### src/rtl/mips_pkg.sv
// Shared definitions for the MIPS core front end.
//   fetch_state_t    : fetch sequencer states (run / halted on fault)
//   RESET_PC_DEFAULT : default program counter after reset
//   INSTR_W, ADDR_W  : instruction and address widths
package mips_pkg;

    localparam int unsigned INSTR_W = 32;
    localparam int unsigned ADDR_W  = 32;

    localparam logic [ADDR_W-1:0] RESET_PC_DEFAULT = 32'h0000_0000;

    typedef enum logic [0:0] {
        StRun,
        StHalt
    } fetch_state_t;

endpackage

### src/rtl/fetch_unit_if.sv
// Bus bundle between the fetch stage, the instruction memory, the redirect
// source and the decode stage.
//   master : fetch-unit side (drives imem_addr, IF/ID outputs, fault, count)
//   slave  : surrounding core side (drives imem_instr, redirect, out_ready)
interface fetch_unit_if;
    import mips_pkg::*;

    logic [ADDR_W-1:0]  imem_addr;
    logic [INSTR_W-1:0] imem_instr;
    logic               redirect_valid;
    logic [ADDR_W-1:0]  redirect_pc;
    logic               out_valid;
    logic               out_ready;
    logic [INSTR_W-1:0] out_instr;
    logic [ADDR_W-1:0]  out_pc;
    logic [ADDR_W-1:0]  out_pc_plus4;
    logic               fault;
    logic [31:0]        fetch_count;

    modport master (
        output imem_addr, out_valid, out_instr, out_pc, out_pc_plus4, fault, fetch_count,
        input  imem_instr, redirect_valid, redirect_pc, out_ready
    );

    modport slave (
        input  imem_addr, out_valid, out_instr, out_pc, out_pc_plus4, fault, fetch_count,
        output imem_instr, redirect_valid, redirect_pc, out_ready
    );

endinterface

### src/rtl/if_id_reg.sv
// IF/ID pipeline register with a valid/ready output handshake.
//   clk, rst      : clock, asynchronous active-high reset
//   load          : capture in_* and mark valid
//   flush         : drop the held entry (squash)
//   ready         : downstream accepts the entry this cycle
//   in_instr/pc/pc_plus4 : data captured on load
//   valid, instr, pc, pc_plus4 : registered outputs
module if_id_reg
    import mips_pkg::*;
(
    input  logic               clk,
    input  logic               rst,
    input  logic               load,
    input  logic               flush,
    input  logic               ready,
    input  logic [INSTR_W-1:0] in_instr,
    input  logic [ADDR_W-1:0]  in_pc,
    input  logic [ADDR_W-1:0]  in_pc_plus4,
    output logic               valid,
    output logic [INSTR_W-1:0] instr,
    output logic [ADDR_W-1:0]  pc,
    output logic [ADDR_W-1:0]  pc_plus4
);

    logic               valid_q, valid_d;
    logic [INSTR_W-1:0] instr_q, instr_d;
    logic [ADDR_W-1:0]  pc_q, pc_d;
    logic [ADDR_W-1:0]  pc_plus4_q, pc_plus4_d;

    always_comb begin
        instr_d    = instr_q;
        pc_d       = pc_q;
        pc_plus4_d = pc_plus4_q;
        // Without a load or flush the entry stays until its handshake completes.
        valid_d    = valid_q & ~ready;
        if (load) begin
            valid_d    = 1'b1;
            instr_d    = in_instr;
            pc_d       = in_pc;
            pc_plus4_d = in_pc_plus4;
        end else if (flush) begin
            valid_d = 1'b0;
        end
    end

    always_ff @(posedge clk or posedge rst) begin
        if (rst) begin
            valid_q    <= 1'b0;
            instr_q    <= '0;
            pc_q       <= '0;
            pc_plus4_q <= '0;
        end else begin
            valid_q    <= valid_d;
            instr_q    <= instr_d;
            pc_q       <= pc_d;
            pc_plus4_q <= pc_plus4_d;
        end
    end

    assign valid    = valid_q;
    assign instr    = instr_q;
    assign pc       = pc_q;
    assign pc_plus4 = pc_plus4_q;

endmodule

### src/rtl/fetch_unit.sv
// Instruction-fetch stage: program counter, range check, run/halt sequencer
// and the IF/ID register.
//   RESET_PC   : word-aligned PC after reset
//   IMEM_WORDS : instruction memory depth; legal PC is 0 .. IMEM_WORDS*4-4
//   clk, rst   : clock, asynchronous active-high reset
//   bus        : memory, redirect and decode-side signals (master side)
module fetch_unit
    import mips_pkg::*;
#(
    parameter logic [ADDR_W-1:0] RESET_PC   = RESET_PC_DEFAULT,
    parameter int unsigned       IMEM_WORDS = 256
) (
    input logic          clk,
    input logic          rst,
    fetch_unit_if.master bus
);

    // One extra bit so a full 4 GB limit would still be representable.
    localparam logic [ADDR_W:0] PC_LIMIT = {1'b0, ADDR_W'(IMEM_WORDS)} << 2;

    fetch_state_t      state_q, state_d;
    logic [ADDR_W-1:0] pc_q, pc_d;
    logic              fault_q, fault_d;
    logic [31:0]       count_q, count_d;

    logic              load;
    logic              flush;
    logic              in_range;
    logic              misaligned;
    logic [ADDR_W-1:0] pc_plus4;

    assign pc_plus4   = pc_q + 32'd4;
    assign in_range   = ({1'b0, pc_q} < PC_LIMIT);
    assign misaligned = |bus.redirect_pc[1:0];

    always_comb begin
        state_d = state_q;
        pc_d    = pc_q;
        fault_d = fault_q;
        count_d = count_q;
        load    = 1'b0;
        flush   = 1'b0;
        case (state_q)
            StRun: begin
                if (bus.redirect_valid) begin
                    // Squash regardless of a pending stall; nothing captured.
                    flush = 1'b1;
                    if (misaligned) begin
                        state_d = StHalt;
                        fault_d = 1'b1;
                    end else begin
                        pc_d = bus.redirect_pc;
                    end
                end else if (!in_range) begin
                    // A pending entry still drains through its handshake.
                    state_d = StHalt;
                    fault_d = 1'b1;
                end else if (!bus.out_valid || bus.out_ready) begin
                    load    = 1'b1;
                    pc_d    = pc_plus4;
                    count_d = count_q + 32'd1;
                end
            end
            StHalt: begin
                // Only reset leaves HALT.
            end
            default: begin
                state_d = StHalt;
                fault_d = 1'b1;
            end
        endcase
    end

    always_ff @(posedge clk or posedge rst) begin
        if (rst) begin
            state_q <= StRun;
            pc_q    <= RESET_PC;
            fault_q <= 1'b0;
            count_q <= '0;
        end else begin
            state_q <= state_d;
            pc_q    <= pc_d;
            fault_q <= fault_d;
            count_q <= count_d;
        end
    end

    if_id_reg u_if_id_reg (
        .clk         (clk),
        .rst         (rst),
        .load        (load),
        .flush       (flush),
        .ready       (bus.out_ready),
        .in_instr    (bus.imem_instr),
        .in_pc       (pc_q),
        .in_pc_plus4 (pc_plus4),
        .valid       (bus.out_valid),
        .instr       (bus.out_instr),
        .pc          (bus.out_pc),
        .pc_plus4    (bus.out_pc_plus4)
    );

    assign bus.imem_addr   = pc_q;
    assign bus.fault       = fault_q;
    assign bus.fetch_count = count_q;

endmodule

### src/flat_wrapper.sv
// flat-port wrapper written by rule: the top's interface ports become plain ports
module fetch_unit_flat import mips_pkg::*;
#(
    parameter logic [ADDR_W-1:0] RESET_PC   = RESET_PC_DEFAULT,
    parameter int unsigned       IMEM_WORDS = 256
)
  (clk, rst, bus_imem_addr, bus_out_valid, bus_out_instr, bus_out_pc, bus_out_pc_plus4, bus_fault, bus_fetch_count, bus_imem_instr, bus_redirect_valid, bus_redirect_pc, bus_out_ready);
  fetch_unit_if bus_i ();
  input logic clk;
  input logic rst;
  output wire logic [$bits(bus_i.imem_addr)-1:0] bus_imem_addr;
  output wire logic [$bits(bus_i.out_valid)-1:0] bus_out_valid;
  output wire logic [$bits(bus_i.out_instr)-1:0] bus_out_instr;
  output wire logic [$bits(bus_i.out_pc)-1:0] bus_out_pc;
  output wire logic [$bits(bus_i.out_pc_plus4)-1:0] bus_out_pc_plus4;
  output wire logic [$bits(bus_i.fault)-1:0] bus_fault;
  output wire logic [$bits(bus_i.fetch_count)-1:0] bus_fetch_count;
  input wire logic [$bits(bus_i.imem_instr)-1:0] bus_imem_instr;
  input wire logic [$bits(bus_i.redirect_valid)-1:0] bus_redirect_valid;
  input wire logic [$bits(bus_i.redirect_pc)-1:0] bus_redirect_pc;
  input wire logic [$bits(bus_i.out_ready)-1:0] bus_out_ready;
  assign bus_imem_addr = bus_i.imem_addr;
  assign bus_out_valid = bus_i.out_valid;
  assign bus_out_instr = bus_i.out_instr;
  assign bus_out_pc = bus_i.out_pc;
  assign bus_out_pc_plus4 = bus_i.out_pc_plus4;
  assign bus_fault = bus_i.fault;
  assign bus_fetch_count = bus_i.fetch_count;
  assign bus_i.imem_instr = bus_imem_instr;
  assign bus_i.redirect_valid = bus_redirect_valid;
  assign bus_i.redirect_pc = bus_redirect_pc;
  assign bus_i.out_ready = bus_out_ready;
  fetch_unit #(.RESET_PC(RESET_PC), .IMEM_WORDS(IMEM_WORDS)) u_core (.clk(clk), .rst(rst), .bus(bus_i));
endmodule
### config.mk
export PLATFORM = sky130hd
export DESIGN_NAME = fetch_unit_flat
export DESIGN_NICKNAME = d
export VERILOG_FILES = /design/src/rtl/mips_pkg.sv /design/src/rtl/fetch_unit_if.sv /design/src/rtl/if_id_reg.sv /design/src/rtl/fetch_unit.sv /design/src/flat_wrapper.sv
export SDC_FILE = /design/constraint.sdc
export NUM_CORES = 1
export LEC_CHECK = 0
export CORE_AREA = 4 4 123 125
export DETAILED_ROUTE_END_ITERATION = 16
export DIE_AREA = 0 0 127 129
export GPL_TIMING_DRIVEN = 0
export PLACE_DENSITY_LB_ADDON = 0.25
export SKIP_LAST_GASP = 1
export SYNTH_ARGS = -nofsm -noshare
export SYNTH_HDL_FRONTEND = slang
export SYNTH_SLANG_ARGS = --single-unit
### constraint.sdc
create_clock -name clk -period 8.4 [get_ports clk]
set_input_delay 1.68 -clock clk [delete_from_list [all_inputs] [get_ports clk]]
set_output_delay 1.68 -clock clk [all_outputs]
set_load 0.02 [all_outputs]
==> results.ini, run 1 <==
[power]
seqPwrFrac=0.483
finalPower_mw=1.63
p_leak_nw=4.49
cellInternalPower_mw=1.24
power_density_mw_per_mm2=165
p_switching_mw=0.387
ir_drop_v=0.000133
clkPwrFrac=0.463
combPwrFrac=0.054
swShare=0.237

[timing]
tightest_slew_ns=0.891
finalClockSkew_ns=0.0123
min_period_ns=3.99
hold_violations=0
holdWs_ns=0.471
max_slew_margin=0.400
rsz0062_at_grt=false
fin_setup_tns_ns=0
setup_viol=0
timing.final.ws_setup_ns=4.41
fmax_mhz=251
slew_violations=0
fin_crit_sh=0.475

[drt]
drt_iter0_drc=519
wl_per_cell_um=17.1
avgViaCountPerCell=5.16
drtAntennaViolNets=0
firstDrtPassIters=5
vias=5735
route.detailed.drc=0
finalWirelength_mm=19.0

[job]
maxCapViolations=0

[clock_network]
cts_sinks=161
clk_pin_slew_worst_paths_ns=0.06
cts_setup_buffers=0
cts_buffer_depth=2
ctsResizeCount=0
htree_num_levels=4
cts_tree=done
clk-insertion-delay-late_ns=0.43
postCtsHoldBufs=0
cts_buffers=17
clockRootBuffer=clkbuf_16

[grt]
gr-total-overflow=0
grtUsageTotal=0.234
grt_pass1_vias=5708
antenna_found_initial=0
grt_pass1_wl_mm=30.2
grt_max_degree=122

[critical_path]
worstPathMaxFanout=10
cpPeakStageDelay_ns=0.55
cp_common_cell=clkbuf_1
cp.required_ns=8.68
path_buf_inv=4
end_kind=register
cp_top_family=buffers and inverters
crit_path_top_delay_cell=clkbuf_1
critPathArrivalTime_ns=4.27
worst-path-stages=8
cp_cell_sequence=clkdlybuf4s50_1, clkbuf_1, nor4_1, and4b_1, nand2_1, clkbuf_1, clkbuf_1, o21ai_0
critPathKind=in2reg
reg2reg_depth=6
crit_path_start_kind=input pin

[floorplanning]
die_h_um=129
start_util=0.484
die-area_mm2=0.0164
row_count=43
io_pins=230
core_area_mm2=0.0139
fp.dieW_um=127

[final_layout]
n_fill_cell=1048
final_cells=1112
antenna_cells=0
final_core_util=0.709
drive_above_1_share=0.0590
fin_area_mm2=0.00984
nets=989
area_growth_syn_to_layout_pct=46.6

[place]
io_buffers=229
gp_congestion=0.884
post-place-cells=1080
dp_slack_ns=3.95
placed_cell_area_mm2=0.00927
hpwl_mm=13.8

[synth]
ys_seq_area_frac=0.600
synth-seq-cells=161
synth_area_mm2=0.00672
synth_most_common_cell=nand2_1
avgSynthCellArea_um2=10.0
synth_area_leaders=dfrtp_1 (60%), nand2_1 (9.8%), and2_1 (4.2%)
synth.top_cell.area_share=0.600
syn_inst=670
postSynth.asyncResetShare=1.00
synth_nets=740
synth_edf_count=0
yosysTopAreaCell=dfrtp_1
ys_types=44
synthFlopType=dfrtp_1
synth_common_cells=nand2_1 (176), dfrtp_1 (161), and2_1 (45)
yosys_warnings=0

[worst_hold_path]
holdPathStages=2
min_path_type=reg2reg

[outcome]
status=finished, final reports clean

worst min-delay path, stage by stage (launching register included):
cell and delay [ns]:
dfrtp_1 0.34, nand2_1 0.05, nand2_1 0.05
path summary, 6_finish.rpt:
| kind | start | endpoint | slack (ns) |
|---|---|---|---|
| worst min register to register | u_core.u_if_id_reg.instr[9] | u_core.u_if_id_reg.instr[9] | 0.47 |
| worst max register to register | u_core.bus.imem_addr[11] | u_core.bus.fetch_count[21] | 5.79 |
| max in group asynchronous | rst | u_core.bus.imem_addr[28] | 5.85 |
| min in group asynchronous | rst | u_core.bus.fetch_count[17] | 1.65 |
| worst max-delay path | bus_redirect_valid | u_core.u_if_id_reg.pc[5] | 4.41 |
| worst min-delay path | u_core.u_if_id_reg.instr[9] | u_core.u_if_id_reg.instr[9] | 0.47 |
metal layers:
metal,global-route usage,part of all wire
met1,0.315,0.43
met2,0.366,0.47
met3,0.0722,0.084
met4,0.0770,0.020
met5,0,0
cells by family after synthesis:
family                   share of synthesized area
multiplexers                               0.00298
flip-flops                                   0.600
buffers and inverters                       0.0358
AND/OR/NAND/NOR                              0.249
AO/OA/AOI/OAI                               0.0594
adder cells (fa/ha/maj)                    0.00373
XOR/XNOR                                    0.0496
cell type report:
class,instances,area [µm²],share of cell area
Timing Repair Buffer,230,2320,0.236
Clock inverter,15,149,0.0151
Sequential cell,161,4030,0.409
Multi-Input combinational cell,453,2450,0.249
Clock buffer,17,425,0.0432
Inverter,16,67.6,0.00686
Tap cell,180,225,0.0229
Buffer,40,180,0.0183
power by group through the flow:
stage | sequential, mW | combinational, mW | clock (mW)
floorplan | 0.806 | 0.0283 | 0
global placement | 0.801 | 0.0855 | 0
detailed placement | 0.801 | 0.0884 | 0
CTS | 0.786 | 0.0889 | 0.767
global route | 0.787 | 0.0958 | 0.803
finish | 0.787 | 0.0877 | 0.754
flip-flops by register name, summed over array words and instances (netlist names):
register / flops
u_core.u_if_id_reg.valid: 1
u_core.state_q: 1
u_core.u_if_id_reg.pc_plus4: 30
u_core.u_if_id_reg.pc: 32
u_core.bus.fetch_count: 32
u_core.bus.imem_addr: 32
u_core.bus.fault: 1
u_core.u_if_id_reg.instr: 32
layout by cell type, fill, tap and decap left out, drive strengths merged, types with 16 or more instances in the layout:
cell type      instances
nor2                  24
nor4                  21
inv                   23
a21oi                 26
o21ai                 27
dfrtp                161
clkbuf                48
xnor2                 16
and2                  45
xor2                  22
nand2                176
nand3                 17
clkdlybuf4s50        229
nor3                  18
Note: power is estimated with default switching activity, not from simulation.
==> inputs of run 2 (changes only) <==
Settings changed: CORE_AREA 4 4 123 125 to 4 4 126 128, DIE_AREA 0 0 127 129 to 0 0 130 132.
Clock period 8.4 ns to 3.8 ns, I/O delays scaled along.
==> results.ini, run 2 (synthesis results as in run 1) <==
[critical_path]
cpPeakStageDelay_ns=0.48  ; -0.07 ns
cp_cell_sequence=clkdlybuf4s50_1, or3b_2, or2_2, clkbuf_1, o21ai_1, clkbuf_1, nor2_1, a21oi_1
critPathArrivalTime_ns=3.40  ; -0.87 ns
cp_common_cell=clkbuf_1
path_buf_inv=3  ; -1
critPathKind=in2reg
crit_path_start_kind=input pin
r2r_start=u_core.bus.imem_addr[10]
cp_top_family=buffers and inverters
critPathLaunch=bus_redirect_valid
worst-path-stages=8  ; unchanged
crit_path_top_delay_cell=or3b_2
reg2reg_depth=7  ; +1
worstPathMaxFanout=10  ; unchanged
cp.required_ns=4.15  ; -4.53 ns
end_kind=register

[timing]
finalClockSkew_ns=0.00831  ; -0.00398 ns
min_period_ns=3.06
setup_viol=0  ; unchanged
rsz0062_at_grt=false
slew_violations=0  ; unchanged
tightest_slew_ns=0.894  ; +0.00301 ns
fin_crit_sh=0.805
fmax_mhz=327
max_slew_margin=0.398  ; -0.00202
hold_violations=0  ; unchanged

[clock_network]
cts_buffer_depth=2  ; unchanged
htree_num_levels=4  ; unchanged
cts_setup_buffers=0  ; unchanged
cts_tree=done
clk-insertion-delay-late_ns=0.42  ; about the same
clockRootBuffer=clkbuf_16
cts_buffers=17  ; unchanged
clk_pin_slew_worst_paths_ns=0.07  ; about the same
postCtsHoldBufs=0  ; unchanged
cts_sinks=161  ; unchanged
ctsResizeCount=0  ; unchanged

[floorplanning]
die_h_um=132  ; +2.3%
io_pins=230  ; unchanged
die-area_mm2=0.0172  ; +4.7%
core_area_mm2=0.0149  ; +7.1%
fp.dieW_um=130  ; +2.4%
row_count=45  ; +4.7%
start_util=0.452  ; -0.0320

[final_layout]
nets=992  ; +0.30%
antenna_cells=0  ; unchanged
final_cell_mix=clkdlybuf4s50_1 (229), nand2_1 (176), dfrtp_1 (161)
final_cells=1123  ; +0.99%
drive_above_1_share=0.0610  ; +0.00195
layout_commonest_cell=clkdlybuf4s50_1
area_growth_syn_to_layout_pct=47.0

[power]
finalPower_mw=3.53  ; +120%
p_leak_nw=4.49  ; -0.13%
ir_drop_v=0.000296  ; +120%
power_density_mw_per_mm2=357  ; +120%

[outcome]
status=finished, final reports clean

[job]
maxCapViolations=0  ; unchanged

[grt]
gr-total-overflow=0  ; unchanged
grt_max_degree=43  ; -65%
antenna_found_initial=0  ; unchanged
grtUsageTotal=0.221  ; -0.0131
grt_pass1_vias=5637  ; -1.2%
grt_pass1_wl_mm=29.8  ; -1.6%

[drt]
drtAntennaViolNets=0  ; unchanged
vias=5662  ; -1.3%
avgViaCountPerCell=5.04  ; -2.2%
route.detailed.drc=0  ; unchanged
firstDrtPassIters=4  ; -1
drt_iter0_drc=298  ; -43%
wl_per_cell_um=16.7  ; -2.3%
finalWirelength_mm=18.7  ; -1.3%

[place]
io_buffers=229  ; unchanged
post-place-cells=1091  ; +1.0%
hpwl_mm=14.2  ; +3.0%
gp_congestion=0.858  ; -3.0%

[worst_hold_path]
holdPathStages=2  ; unchanged
min_path_type=reg2reg
hp-start=u_core.u_if_id_reg.instr[21]

run 2: cell count changes in the layout (fill, tap and decap cells not counted):
cell / before / now
buf_12: 0 / 4
clkinvlp_4: 2 / 6
clkinv_4: 4 / 2
buf_16: 1 / 0
bufinv_16: 1 / 0
clkbuf_1: 31 / 32
clkinv_2: 1 / 0
inv_8: 2 / 1
run 2: path summary, 6_finish.rpt:
check	to	slack [ns]
max	u_core.bus.imem_addr[10]	0.74
min	u_core.u_if_id_reg.instr[21]	0.47
max reg2reg	u_core.bus.imem_addr[10]	1.13
min reg2reg	u_core.u_if_id_reg.instr[21]	0.47
max in group asynchronous	u_core.u_if_id_reg.instr[29]	1.89
min in group asynchronous	u_core.bus.fetch_count[7]	0.85
run 2: stage by stage:
stage / util / setup TNS, ns / worst slack, ns / area [µm²] / hold slack (ns)
5_1_grt: 0.664 / 0 / 0.499 / 9880 / 0.496
6_report: 0.664 / 0 / 0.742 / 9880 / 0.473
2_1_floorplan: - / 0 / 0.997 / 6720 / 0.454
4_1_cts: 0.664 / 0 / 0.686 / 9880 / 0.478
3_5_place_dp: 0.628 / 0 / 0.255 / 9330 / 0.462
3_3_place_gp: 0.622 / -63.39 / -0.406 / 9250 / 0.457
run 2: worst min-delay path: cells and delay by family (launching register included):
family	cells	cell delay, ns
flops	1	0.34
simple gates	2	0.10
run 2: final cells by class:
type | count | area (µm²)
flip-flops and latches | 161 | 4030
multi-input cells | 453 | 2450
inverters | 16 | 63.8
well taps | 188 | 235
plain buffers | 40 | 180
repair buffers | 233 | 2370
clock buffers | 18 | 429
clock inverters | 14 | 119
fillers | 1223 | 4990
run 2: power by group:
group          leakage (nW)  internal, mW  switching [mW]
logic                  2.10         0.105          0.0944
registers              2.14          1.72          0.0141
clock network         0.253         0.853           0.738
run 2: metal layers:
| metal | track usage | up-vias | routed length, µm |
|---|---|---|---|
| li1 | - | 2725 | - |
| met1 | 0.282 | 2705 | 7950 |
| met2 | 0.359 | 203 | 9020 |
| met3 | 0.0644 | 29 | 1380 |
| met4 | 0.0785 | 0 | 381 |
| met5 | 0 | - | 0 |
